--- src/rtl/dsp_mac_pkg.sv ---
// Shared constants and the saturation helper for the Q2.14 signed multiply-accumulate.
// Saturation is only used when the DSP_MAC_SAT_EN build macro is defined.
package dsp_mac_pkg;

  localparam int D_W       = 16;
  localparam int FRAC_BITS = 14;
  // Width of the shifted sum: (2*D_W + 1) - FRAC_BITS.
  localparam int R_W       = 2 * D_W + 1 - FRAC_BITS;

  localparam logic [D_W-1:0] SAT_MAX = 16'h7FFF;
  localparam logic [D_W-1:0] SAT_MIN = 16'h8000;

  localparam logic signed [R_W-1:0] R_HI = R_W'(32767);
  localparam logic signed [R_W-1:0] R_LO = R_W'(-32768);

  // Clamp the wide shifted result into the 16-bit Q2.14 range.
  function automatic logic [D_W-1:0] sat16(input logic signed [R_W-1:0] r);
    if (r > R_HI)      return SAT_MAX;
    else if (r < R_LO) return SAT_MIN;
    else               return r[D_W-1:0];
  endfunction

endpackage

--- src/rtl/dsp_16x16_fix14_signed_mac.sv ---
// Signed 16x16 MAC: out = (A*B + {C,D}) >>> 14, combinational when dsp_CE=1, held otherwise.
// Build macro DSP_MAC_SAT_EN selects saturation instead of two's-complement wrap.
module dsp_16x16_fix14_signed_mac
  import dsp_mac_pkg::*;
(
  input  logic                  sys_clk,
  input  logic                  sys_rst,
  input  logic                  dsp_CE,
  input  logic signed [D_W-1:0] dsp_A,
  input  logic signed [D_W-1:0] dsp_B,
  input  logic        [D_W-1:0] dsp_C,
  input  logic        [D_W-1:0] dsp_D,
  output logic        [D_W-1:0] fix_14_16_Out
);

  logic signed [2*D_W-1:0] prod;
  logic        [2*D_W-1:0] addend;
  logic signed [2*D_W:0]   sum;
  logic signed [R_W-1:0]   res;
  logic        [D_W-1:0]   live;
  logic        [D_W-1:0]   hold_q;

  // Plain behavioural multiply/add so synthesis maps it onto the hard MAC.
  assign prod   = dsp_A * dsp_B;
  assign addend = {dsp_C, dsp_D};
  // One extra bit of headroom: the largest product plus the largest addend cannot wrap.
  assign sum    = {prod[2*D_W-1], prod} + {addend[2*D_W-1], addend};
  // Dropping the fraction bits of a two's-complement sum is an arithmetic shift (floor).
  assign res    = sum[2*D_W:FRAC_BITS];

`ifdef DSP_MAC_SAT_EN
  assign live = sat16(res);

  logic unused_bits;
  assign unused_bits = ^sum[FRAC_BITS-1:0];
`else
  assign live = res[D_W-1:0];

  logic unused_bits;
  assign unused_bits = ^{sum[FRAC_BITS-1:0], res[R_W-1:D_W]};
`endif

  // NOTE: sequential state uses non-blocking assignments so every reader sees the pre-edge value.
  always_ff @(posedge sys_clk) begin
    if (sys_rst)     hold_q <= '0;
    else if (dsp_CE) hold_q <= live;
  end

  assign fix_14_16_Out = dsp_CE ? live : hold_q;

endmodule

--- config.mk ---
export PLATFORM = sky130hd
export DESIGN_NAME = dsp_16x16_fix14_signed_mac
export DESIGN_NICKNAME = d
export VERILOG_FILES = /design/src/rtl/dsp_mac_pkg.sv /design/src/rtl/dsp_16x16_fix14_signed_mac.sv
export SDC_FILE = /design/constraint.sdc
export NUM_CORES = 1
export LEC_CHECK = 0
export CAP_MARGIN = 5
export CELL_PAD_IN_SITES_DETAIL_PLACEMENT = 2
export CELL_PAD_IN_SITES_GLOBAL_PLACEMENT = 2
export CORE_MARGIN = 4
export CORE_UTILIZATION = 35
export CTS_BUF_LIST = sky130_fd_sc_hd__clkbuf_4
export CTS_CLUSTER_SIZE = 24
export DETAILED_ROUTE_END_ITERATION = 6
export PLACE_DENSITY_LB_ADDON = 0.25
export RECOVER_POWER = 50
export SLEW_MARGIN = 20
export SYNTH_ARGS = -nofsm -noshare
export SYNTH_HDL_FRONTEND = slang
export SYNTH_SLANG_ARGS = --single-unit
--- constraint.sdc ---
create_clock -name sys_clk -period 14.7 [get_ports sys_clk]
set_clock_uncertainty 0.05 [all_clocks]
set_input_delay 3.675 -clock sys_clk [delete_from_list [all_inputs] [get_ports sys_clk]]
set_output_delay 3.675 -clock sys_clk [all_outputs]
set_load 0.05 [all_outputs]
Word level (Yosys, flattened, before mapping)
Index checks and enable logic that the tools add are counted.
Widths: inputs -> output; s select.
{"block": "classes", "n_addsub": 1, "mul": 1, "mux": 1}
{"cell": "$add 30x30->30", "count": 1}
{"cell": "$mul 16x16->30", "count": 1}
{"cell": "$mux 16", "count": 1}
{"block": "word_totals", "register_bits": 16, "in_bits": 67, "output_inout_bits": 16, "word_cells": 4}

Longest topological paths before layout
Gate-level depths: netlist of the first run.
{"block": "depth", "depth_word": 3, "depth_mapped": 22, "depth_no_buf": 21}

Least setup slack after synthesis of the first run
Ideal clock, no wire load.
{"block": "synth_path", "path_kind": "input to output", "startpoint": "input port dsp_B[7]", "endpoint": "output port fix_14_16_Out[2]", "arrival_ps": 9667, "required_ps": 10975, "slack_ps": 1308, "path_stages": 19, "path_buffers": 2, "cell_sequence": "clkbuf_1 nand2_1 fa_1 inv_1 fa_1 inv_1 fa_1 inv_1 fa_1 fa_1 inv_1 fa_1 inv_1 ha_1 buf_4 and3_1 a41oi_1 a31oi_1 o31ai_1"}
{"block": "synth_via", "elab_chain_len": 3}
{"element": "start, declared", "line_no": "dsp_16x16_fix14_signed_mac.sv:10", "source": "input logic signed [D_W-1:0] dsp_B,"}
{"element": "$mul 16x16->30", "line_no": "dsp_16x16_fix14_signed_mac.sv:24", "source": "assign prod = dsp_A * dsp_B;"}
{"element": "$add 30x30->30", "line_no": "dsp_16x16_fix14_signed_mac.sv:27", "source": "assign sum = {prod[2*D_W-1], prod} + {addend[2*D_W-1], addend};"}
{"element": "$mux 16"}
{"element": "end, declared", "line_no": "dsp_16x16_fix14_signed_mac.sv:13", "source": "output logic [D_W-1:0] fix_14_16_Out"}
Every way passes these cells.

Final worst setup path of the first run
{"block": "layout_path", "startpoint": "input port dsp_A[11]", "endpoint": "output port fix_14_16_Out[6]"}
{"block": "layout_via", "elab_chain_len": 3}
{"element": "start, declared", "line_no": "dsp_16x16_fix14_signed_mac.sv:9", "source": "input logic signed [D_W-1:0] dsp_A,"}
{"element": "$mul 16x16->30", "line_no": "dsp_16x16_fix14_signed_mac.sv:24"}
{"element": "$add 30x30->30", "line_no": "dsp_16x16_fix14_signed_mac.sv:27"}
{"element": "$mux 16"}
Every way passes these cells.

==> flow_summary.yaml, run 1 <==
outcome:
  status: "finished, final reports clean"
global_routing:
  grt_overflow_total: 0
  grt_max_degree: 24
  antenna_found_initial: 1
  grt_pass1_wl_um: 52700
  first_global_vias: 9995
  track_usage_pct: 20.0
hold_path:
  hold_class: "reg -> reg"
logic_synthesis:
  synth_warnings: 0
  synth_seq_cells: 16
  seq_area_frac_synth_pct: 2.97
  async_flop_share_pct: 0
  synth_nets: 1608
  synth_edf_count: 0
  syn-cell-area_um2: 10800
  yosys_most_used_dff: "dfxtp_1"
  syn-instance-count: 1177
  avgSynthCellArea_um2: 9.17
  ys_types: 58
timing:
  hold_viol: 0
  slew_headroom_pct: 47.0
  slew_violations: 0
  max_freq_ghz: 0.0700
  rsz0062_at_grt: "false"
  layout_min_cycle_time_ns: 14.29
  setup_tns_ns: 0
  period_share_pct: 97.2
  setup_viol: 0
  max_slew.worst_pin.slew_ns: 0.793
placed_design:
  port_buffers: 80
  gp_congestion: 0.797
  place_hpwl_um: 28100
drt:
  wl_per_cell_um: 19.2
  initialDrtViolationCount: 218
  finalWirelength_um: 31800
  vias: 8016
  drc_errors: 0
  via_per_inst: 4.83
  final_antenna_net_count: 0
  drt-pass1-iter-count: 4
floorplan:
  dieArea_um2: 33700
  chipWidth_um: 184
  num_rows: 64
  start_util_pct: 35.4
  dieHeight_um: 184
  core_um2: 30500
  ios: 83
critical_path:
  criticalPathCategory: "in -> out"
  crit_path_end_kind: "output port"
  cp.arrival_ns: 10.56
  cp_slowest_cell: "clkdlybuf4s50_1"
  path_cells: "clkdlybuf4s50_1 > nand2_1 > fa_1 > fa_1 > fa_1 > inv_1 > fa_1 > fa_1 > inv_1 > fa_1 > inv_1 > ha_1 > nand3_1 > a211oi_4 > nand4_4 > a311oi_1 > nor3_1 > nand3b_1 > nand2_1 > clkdlybuf4s50_1"
  cpMostUsedCell: "fa_1"
  required_ns: 10.97
  cpPeakStageDelay_ns: 0.98
  crit_fanout: 13
  worst_setup_path_start_kind: "input port"
cts:
  clk_pin_slew_ns: 0.09
  clock-sinks: 16
  root_buffer: "clkbuf_4"
  numCtsBuffers: 3
  cts_tree: "yes"
  insertion_delay_ns: 0.30
  clock_path_buffers: 2
  cts_htree_levels: 1
  cts_hold_repair.buffers: 0
flow_run:
  maxCapViolCount: 0
layout:
  nNetsFinal: 1694
  top_regs: "hold_q (16)"
  drive_gt1_share_pct: 4.76
  largest_reg_flops: 16
  mostFrequentLayoutCells: "inv_1 (329), fa_1 (275), nand2_1 (146)"
  final_common_cell: "inv_1"
  syn_to_final_growth_pct: 13.6
  nFillCells: 3365
  top_register: "hold_q"
## routing by layer
metal | routed length, um | global-route usage (%) | up-vias
met4 | 790 | 3.96 | 0
li1 | - | - | 3586
met3 | 626 | 1.19 | 36
met5 | 0 | 0 | -
met2 | 18100 | 41.0 | 102
met1 | 12300 | 22.6 | 4292
## final timing paths
| kind | from | to | slack [ns] | depth (start not counted) |
|---|---|---|---|---|
| hold / removal | hold_q[3]$_SDFF_PP0_ | hold_q[3]$_SDFF_PP0_ | 0.43 | 2 |
| setup reg to reg | hold_q[15]$_SDFF_PP0_ | hold_q[15]$_SDFF_PP0_ | 13.76 | 2 |
| setup / recovery | dsp_A[11] | fix_14_16_Out[6] | 0.41 | 20 |
| hold reg to reg | hold_q[3]$_SDFF_PP0_ | hold_q[3]$_SDFF_PP0_ | 0.43 | 2 |
## final cells by class
class                   instances  area, um2  share of cell area [%]
diodes                          1       2.50                  0.0204
clock buffers                   3       22.5                   0.184
inverters                     330       1240                    10.1
multi-input cells             793       9070                    73.9
flip-flops and latches         16        320                    2.61
well taps                     396        495                    4.04
repair buffers                119       1120                    9.12
## stage by stage
step,worst slack [ns],instance area [um2],hold WS (ns),instances,utilization [%]
6_report,0.414,12300,0.430,1658,40.2
3_3_place_gp,0.470,12200,0.408,1654,40.1
2_1_floorplan,1.31,10800,0.398,1177,-
5_1_grt,0.0558,12300,0.457,1658,40.2
3_5_place_dp,0.344,12200,0.417,1654,40.1
4_1_cts,0.314,12300,0.432,1657,40.2
## cell families after synthesis
kind of cell | count (synthesis) | synth area share (%)
buffers and inverters | 368 | 13.0
and+or+nand+nor | 334 | 15.6
xor gates and xnor gates | 21 | 1.96
muxes | 8 | 0.811
AOI/OAI and AO/OA | 66 | 4.35
DFF | 16 | 2.97
adders and majority gates | 364 | 61.3
## critical path: cells and delay by family
| family | cells | cell delay (ns) |
|---|---|---|
| AOI/OAI and AO/OA | 2 | 0.69 |
| adders and majority gates | 7 | 3.35 |
| and+or+nand+nor | 6 | 0.89 |
| buffers and inverters | 5 | 1.93 |
## timing repair
action / 4_1_cts / 5_1_grt
setup endpoints to repair: 0 / 3
setup buffers: 0 / 0
resized for setup: 0 / 3
## cells in the mapped netlist, types with 7 or more instances
master    instances  area share (%)
nor2_1           18            0.63
nand3_1          12            0.56
and2_1          119             6.9
nand2b_1          7            0.41
dfxtp_1          16             3.0
inv_1           329              11
nand2_1         146             5.1
a21oi_1          22             1.0
a31oi_1           7            0.41
xnor2_1          14             1.1
clkbuf_1         32             1.1
fa_1            275              51
ha_1             89              10
Power of run 1 is not shown: default switching activity piles up to over one toggle a cycle in this logic, so the estimate is an artifact.
==> inputs of run 2 (changes only) <==
clock period = 16.9 ns   (was 14.7 ns; I/O delays follow)
==> flow_summary.yaml, run 2 (synthesized netlist as in run 1, its figures left out) <==
outcome:
  status: "finished, final reports clean"
global_routing:
  use_met1_pct: 24.7
  busiest_layer: "met2"
  grt_overflow_total: 0
  track_usage_pct: 19.9
  grt_use_met2_pct: 39.3
  grt_pass1_wl_um: 52400
  antenna_found_initial: 1
  first_global_vias: 9740
  grt_use_met3_pct: 1.23
  grt_max_degree: 24
layout:
  largest_reg_flops: 16
  final_common_cell: "inv_1"
  syn_to_final_growth_pct: 12.0
  top_regs: "hold_q (16)"
  nNetsFinal: 1675
  top_register: "hold_q"
  nFillCells: 3429
  mostFrequentLayoutCells: "inv_1 (329), fa_1 (275), nand2_1 (146)"
  final_cells: 1640
  drive_gt1_share_pct: 2.65
timing:
  layout_min_cycle_time_ns: 16.42
  fin_ws_ns: 0.482
  hold_viol: 0
  setup_viol: 0
  rsz0062_at_grt: "false"
  period_share_pct: 97.2
  slew_violations: 0
  max_slew.worst_pin.slew_ns: 0.984
  slew_headroom_pct: 34.0
  max_freq_ghz: 0.0609
  setup_tns_ns: 0
critical_path:
  cp.buffers_inverters: 6
  crit_fanout: 16
  path_cells: "dlygate4sd3_1 > and2_0 > fa_1 > inv_1 > fa_1 > fa_1 > inv_1 > fa_1 > fa_1 > inv_1 > fa_1 > inv_1 > ha_1 > nand3_1 > a211oi_1 > nand4_4 > a31oi_4 > a211oi_1 > or4_1 > nand3_1 > clkdlybuf4s50_1"
  cp_slowest_cell: "dlygate4sd3_1"
  crit_family: "adder cells"
  crit_path_end_kind: "output port"
  criticalPathCategory: "in -> out"
  worst_setup_path_start_kind: "input port"
  required_ns: 12.63
  cpPeakStageDelay_ns: 1.11
  ff2ff_setup_slack_ns: 15.99
  cp.arrival_ns: 12.14
  cpMostUsedCell: "fa_1"
cts:
  cts_htree_levels: 1
  post_cts_buffers: 0
  clock_path_buffers: 2
  root_buffer: "clkbuf_4"
  insertion_delay_ns: 0.30
  clock-sinks: 16
  cts_tree: "yes"
  numCtsBuffers: 3
  clk_pin_slew_ns: 0.10
  cts_resized: 0
  cts_hold_repair.buffers: 0
floorplan:
  ios: 83
  dieHeight_um: 184
  num_rows: 64
  dieArea_um2: 33700
  chipWidth_um: 184
  start_util_pct: 35.4
  core_um2: 30500
flow_run:
  maxCapViolCount: 0
drt:
  final_antenna_net_count: 0
  wl_per_cell_um: 19.5
  vias: 7924
  initialDrtViolationCount: 263
  drt-pass1-iter-count: 4
  drc_errors: 0
  via_per_inst: 4.83
  finalWirelength_um: 31900
placed_design:
  dp.cells: 1635
  place_hpwl_um: 27700
  gp_congestion: 0.798
  place_ws_ns: 0.646
  port_buffers: 80
hold_path:
  hold_class: "reg -> reg"
[run 2: changes by cell type in the layout (fill, tap and decap cells not counted), sizes merged]
cell / previous run / this run
dlymetal6s2s: 3 / 0
dlygate4sd3: 0 / 1
clkdlybuf4s50: 69 / 79
clkinv: 0 / 1
buf: 47 / 20
[run 2: through the flow]
step                      hold slack, ns  util [%]  instance area, um2
after detailed placement           0.419      39.6               12100
after floorplan                    0.398         -               10800
final                              0.431      39.6               12100
after global routing               0.462      39.6               12100
after CTS                          0.434      39.7               12100
after global placement             0.408      39.6               12100
[run 2: layer usage]
layer / wire, um / share of wire (%) / vias up
met1: 13300 / 42 / 4277
met4: 293 / 0.92 / 0
li1: - / - / 3549
met2: 17800 / 56 / 84
met3: 561 / 1.8 / 14
met5: 0 / 0 / -
[run 2: path summary, 6_finish.rpt]
path	start	to	cells after the start
worst max-delay path	dsp_B[4]	fix_14_16_Out[14]	21
worst min-delay path	hold_q[13]$_SDFF_PP0_	hold_q[13]$_SDFF_PP0_	2
worst min register to register	hold_q[13]$_SDFF_PP0_	hold_q[13]$_SDFF_PP0_	2
worst max register to register	hold_q[15]$_SDFF_PP0_	hold_q[15]$_SDFF_PP0_	2
[run 2: cell type report]
cell class,count,area (um2),share of cell area [%]
Multi-Input combinational cell,793,9050,74.9
Inverter,330,1240,10.2
Timing Repair Buffer,100,951,7.87
Tap cell,396,495,4.10
Sequential cell,16,320,2.65
Clock buffer,3,22.5,0.186
Clock inverter,1,3.75,0.0310
Antenna cell,1,2.50,0.0207
[run 2: worst reg2reg max path: cells and delay by family (launching register included)]
family | cells | cell delay (ns)
AO/OA/AOI/OAI | 2 | 0.40
flip-flops | 1 | 0.32
Power of run 2 is left out for the same reason.
==> RTL change 1: new RTL, settings of run 1 <==
Build with the macro `DSP_MAC_SAT_EN` defined.
--- a/src/rtl/dsp_16x16_fix14_signed_mac.sv
+++ b/src/rtl/dsp_16x16_fix14_signed_mac.sv
@@ -1,5 +1,7 @@
 // Signed 16x16 MAC: out = (A*B + {C,D}) >>> 14, combinational when dsp_CE=1, held otherwise.
 // Build macro DSP_MAC_SAT_EN selects saturation instead of two's-complement wrap.
+`define DSP_MAC_SAT_EN
+
 module dsp_16x16_fix14_signed_mac
   import dsp_mac_pkg::*;
 (
Check against the original RTL: not equivalent (a bounded check fails within 4 cycles, from zero or initial values and one cycle with sys_rst high).
==> RTL change 1 against run 1 <==
  * Final area increased by 10%
  * Non-clock buffer count increased by 17
  * Area after synthesis increased by 9.3%
  * Worst setup slack got worse by 0.12 ns
  * Sequential cell count unchanged
  * Die area increased by 8.9%
  * Core utilization increased by 0.94 points
  * Register-to-register slack got worse by 0.10 ns
  * Wire length increased by 12%
Power is left out: the tool's default activity adds up to more than one toggle a clock period on the data nets, which glitch-free logic cannot reach.
==> RTL change 1: results <==
metrics = {
    "sta": {
        "worst_hold_slack_ns": 0.508,
        "relSlewSlack_pct": 40.2,
    },
    "placement": {
        "gp_congestion": 0.800,
        "port-buffer-count": 82,
        "post-dp-hpwl_um": 31900,
        "dp_cells": 1813,
        "placed_area_mm2": 0.0134,
    },
    "clock_network": {
        "cts_resized": 1,
        "clk_latency_ns": 0.29,
        "clockBufferDepth": 2,
        "clk_pin_slew_ns": 0.10,
    },
    "outcome": {
        "outcome": "finished, final reports clean",
    },
    "yosys": {
        "synth_cell_type_count": 54,
        "ys_seq_area_share_pct": 2.71,
        "synth_top_cells_by_count": "341 x inv_1, 298 x fa_1, 143 x nand2_1",
        "synth.avg_cell_area_um2": 9.17,
        "synth_mux_area_share_pct": 0.0954,
        "synth_xor_area_share_pct": 2.23,
        "synth_warnings": 0,
        "syn_nets": 1748,
        "netlist_top_cells_area": "fa_1 51%, inv_1 11%, ha_1 10%, and2_1 6.4%, nand2_1 4.5%",
        "yosys.area.top_type": "fa_1",
        "synth_adder_area_share_pct": 60.8,
        "synth_compound_area_share_pct": 6.42,
    },
    "setup_path": {
        "crit_path_max_incr_delay_ns": 0.61,
        "r2r_slack_ns": 13.66,
        "critPathSlowestCell": "fa_2",
        "cp.arrival_ns": 10.68,
        "path_max_fanout": 16,
    },
    "global_routing": {
        "grt_use_total_pct": 20.5,
        "grt_start_max_net_pins": 31,
        "first_global_vias": 11057,
        "antenna_found_initial": 0,
    },
    "route": {
        "drtIter0Drc": 235,
        "num_vias": 8769,
        "routedWlPerCell_um": 19.6,
        "routed_via_density": 4.83,
    },
    "finish": {
        "inv_count": 341,
        "drive_above_1_share_pct": 8.15,
        "clkCellAreaFrac_pct": 0.194,
        "clock_buffers": 3,
        "multi_input_comb_area_mm2": 0.0100,
        "fill_cells": 3723,
        "n_all_buffers": 136,
        "nMultiInputCombCells": 878,
        "diodes": 0,
        "bufAreaShareNonClock_pct": 9.92,
    },
    "die": {
        "die_area_mm2": 0.0367,
    },
}
RTL change 1: cell count changes in the layout (fill, tap and decap cells not counted), moves of 7 or more:
cell             change
ha_1                 +8
a211oi_2            +14
nor2_1              +24
buf_4               +15
fa_1                +22
clkdlybuf4s50_1     -17
a21oi_1              +7
inv_1               +10
dlymetal6s2s_1      +11
RTL change 1: final timing paths:
check / to / cells after the start / startpoint
worst max-delay path: fix_14_16_Out[2] / 25 / dsp_B[1]
worst min-delay path: hold_q[2] / 2 / hold_q[2]
worst max register to register: hold_q[6] / 4 / hold_q[6]
worst min register to register: hold_q[2] / 2 / hold_q[2]
RTL change 1: metal layers:
metal / vias up / global-route usage [%] / share of wire, %
li1: 3944 / - / -
met1: 4688 / 23.2 / 39
met2: 99 / 42.3 / 58
met3: 38 / 0.891 / 1.5
met4: 0 / 3.70 / 2.2
met5: - / 0 / 0
==> RTL change 2: new RTL, flow settings as in run 1 <==
Without the edit above. Make the reset (`sys_rst`) asynchronous in one clocked block.
--- a/src/rtl/dsp_16x16_fix14_signed_mac.sv
+++ b/src/rtl/dsp_16x16_fix14_signed_mac.sv
@@ -41,7 +41,7 @@
 `endif
 
   // NOTE: sequential state uses non-blocking assignments so every reader sees the pre-edge value.
-  always_ff @(posedge sys_clk) begin
+  always_ff @(posedge sys_clk or posedge sys_rst) begin
     if (sys_rst)     hold_q <= '0;
     else if (dsp_CE) hold_q <= live;
   end
Behaviour: differs if sys_rst is asserted again (counterexample within 4 cycles, from zero or initial values and one cycle with sys_rst high); with sys_rst held inactive, the same outputs for 10 cycles.
==> RTL change 2 against run 1 <==
  * Wire length is 4.4% lower
  * Non-clock buffer count is 2 lower
  * Final area is 0.19% lower
  * Register-to-register slack better by 0.02 ns
  * Critical path depth is 1 higher
  * Count of clock-buffer cells in the layout stayed put
  * Worst setup slack worse by 0.059 ns
  * Cell count is 1.7% lower
  * Area after synthesis is 0.68% lower
  * Sequential share of layout area is 0.66 points higher
  * First-iteration DRC count is 5.5% lower
  * Sequential cell count stayed put
  * Critical endpoint is now fix_14_16_Out[12]
  * Largest cell class unchanged
  * Highest routed layer unchanged
Power is left out: the tool's default activity adds up to more than one toggle a clock period on the data nets, which glitch-free logic cannot reach.
==> RTL change 2: results <==
metrics = {
    "outcome": {
        "outcome": "finished, final reports clean",
    },
    "route": {
        "drtPass1Iterations": 6,
        "drtIter0Drc": 206,
        "wl_um": 30500,
        "num_vias": 7743,
    },
    "yosys": {
        "synth_cell_type_count": 51,
        "syn_nets": 1586,
        "netlist_top_cells_area": "fa_1 51%, inv_1 12%, ha_1 10%, and2_1 7.1%, nand2_1 4.6%",
        "ys_seq_area_share_pct": 3.73,
        "synth-async-reset-ratio_pct": 100,
        "synth_warnings": 0,
    },
    "setup_path": {
        "cp.arrival_ns": 10.62,
        "r2r_start": "hold_q[12]",
        "timing.rr.end": "hold_q[12]",
        "crit_path_max_incr_delay_ns": 1.04,
        "critPathLaunch": "dsp_B[6]",
        "critPathSlowestCell": "dlygate4sd3_1",
        "r2r_slack_ns": 13.78,
        "path_max_fanout": 16,
    },
    "worst_hold_path": {
        "worstHoldStart": "hold_q[11]",
        "hold_path_depth": 1,
        "hold_path_end": "hold_q[11]",
    },
    "global_routing": {
        "grt_start_max_net_pins": 23,
        "grt_use_total_pct": 19.3,
        "first_global_vias": 9578,
        "grt_overflow": 0,
        "grt_pass1_wl_um": 51300,
        "antenna_found_initial": 0,
    },
    "placement": {
        "place_ws_ns": 0.271,
        "gp_congestion": 0.801,
        "placed_area_mm2": 0.0122,
    },
    "clock_network": {
        "post-cts-setup-buffers": 0,
    },
    "sta": {
        "relSlewSlack_pct": 45.5,
        "fmax_mhz": 69.7,
    },
    "finish": {
        "diodes": 0,
        "nets": 1671,
        "drive_above_1_share_pct": 5.49,
    },
}
[RTL change 2: metal layers]
metal | vias up | GRT usage (%) | part of all wire, %
li1 | 3514 | - | -
met1 | 4132 | 24.0 | 41
met2 | 80 | 38.5 | 57
met3 | 17 | 0.694 | 1.7
met4 | 0 | 1.61 | 0.97
met5 | - | 0 | 0
[RTL change 2: worst max path at each step]
| stage | endpoint | cells after the start |
|---|---|---|
| floorplan | fix_14_16_Out[15] | 21 |
| detailed placement | fix_14_16_Out[15] | 23 |
| CTS | fix_14_16_Out[15] | 23 |
| global placement | fix_14_16_Out[15] | 23 |
| finish | fix_14_16_Out[12] | 21 |
| global route | fix_14_16_Out[15] | 23 |
[RTL change 2: cell families (layout without fill, tap and decap cells)]
group                    Yosys count  after routing  share of synthesized area (%)
AO/OA/AOI/OAI                     59             59                           4.19
XOR/XNOR                          24             24                           1.96
adder cells (fa/ha/maj)          364            364                           61.7
buffers and inverters            371            455                           13.0
multiplexers                       5              5                          0.513
AND/OR/NAND/NOR                  316            316                           14.9
flip-flops                        16             16                           3.73
[RTL change 2: stage by stage]
stage                     hold slack, ns  cells  util (%)
final                              0.454   1629      40.9
after global routing               0.490   1629      40.9
after CTS                          0.458   1629      40.9
after detailed placement           0.432   1625      40.8
after global placement             0.433   1625      40.8
after floorplan                    0.648   1155         -
[RTL change 2: worst register-to-register path: cells and delay by family (launching register included)]
family	cells	cell delay (ns)
flip-flops	1	0.37
AO/OA/AOI/OAI	2	0.32
[RTL change 2: cell type report]
class | count | area share, %
clock buffer | 3 | 0.184
inverter | 334 | 10.2
clock inverter | 1 | 0.0307
sequential | 16 | 3.27
tap | 390 | 3.99
multi-input combinational | 768 | 72.9
timing repair buffer | 117 | 9.34
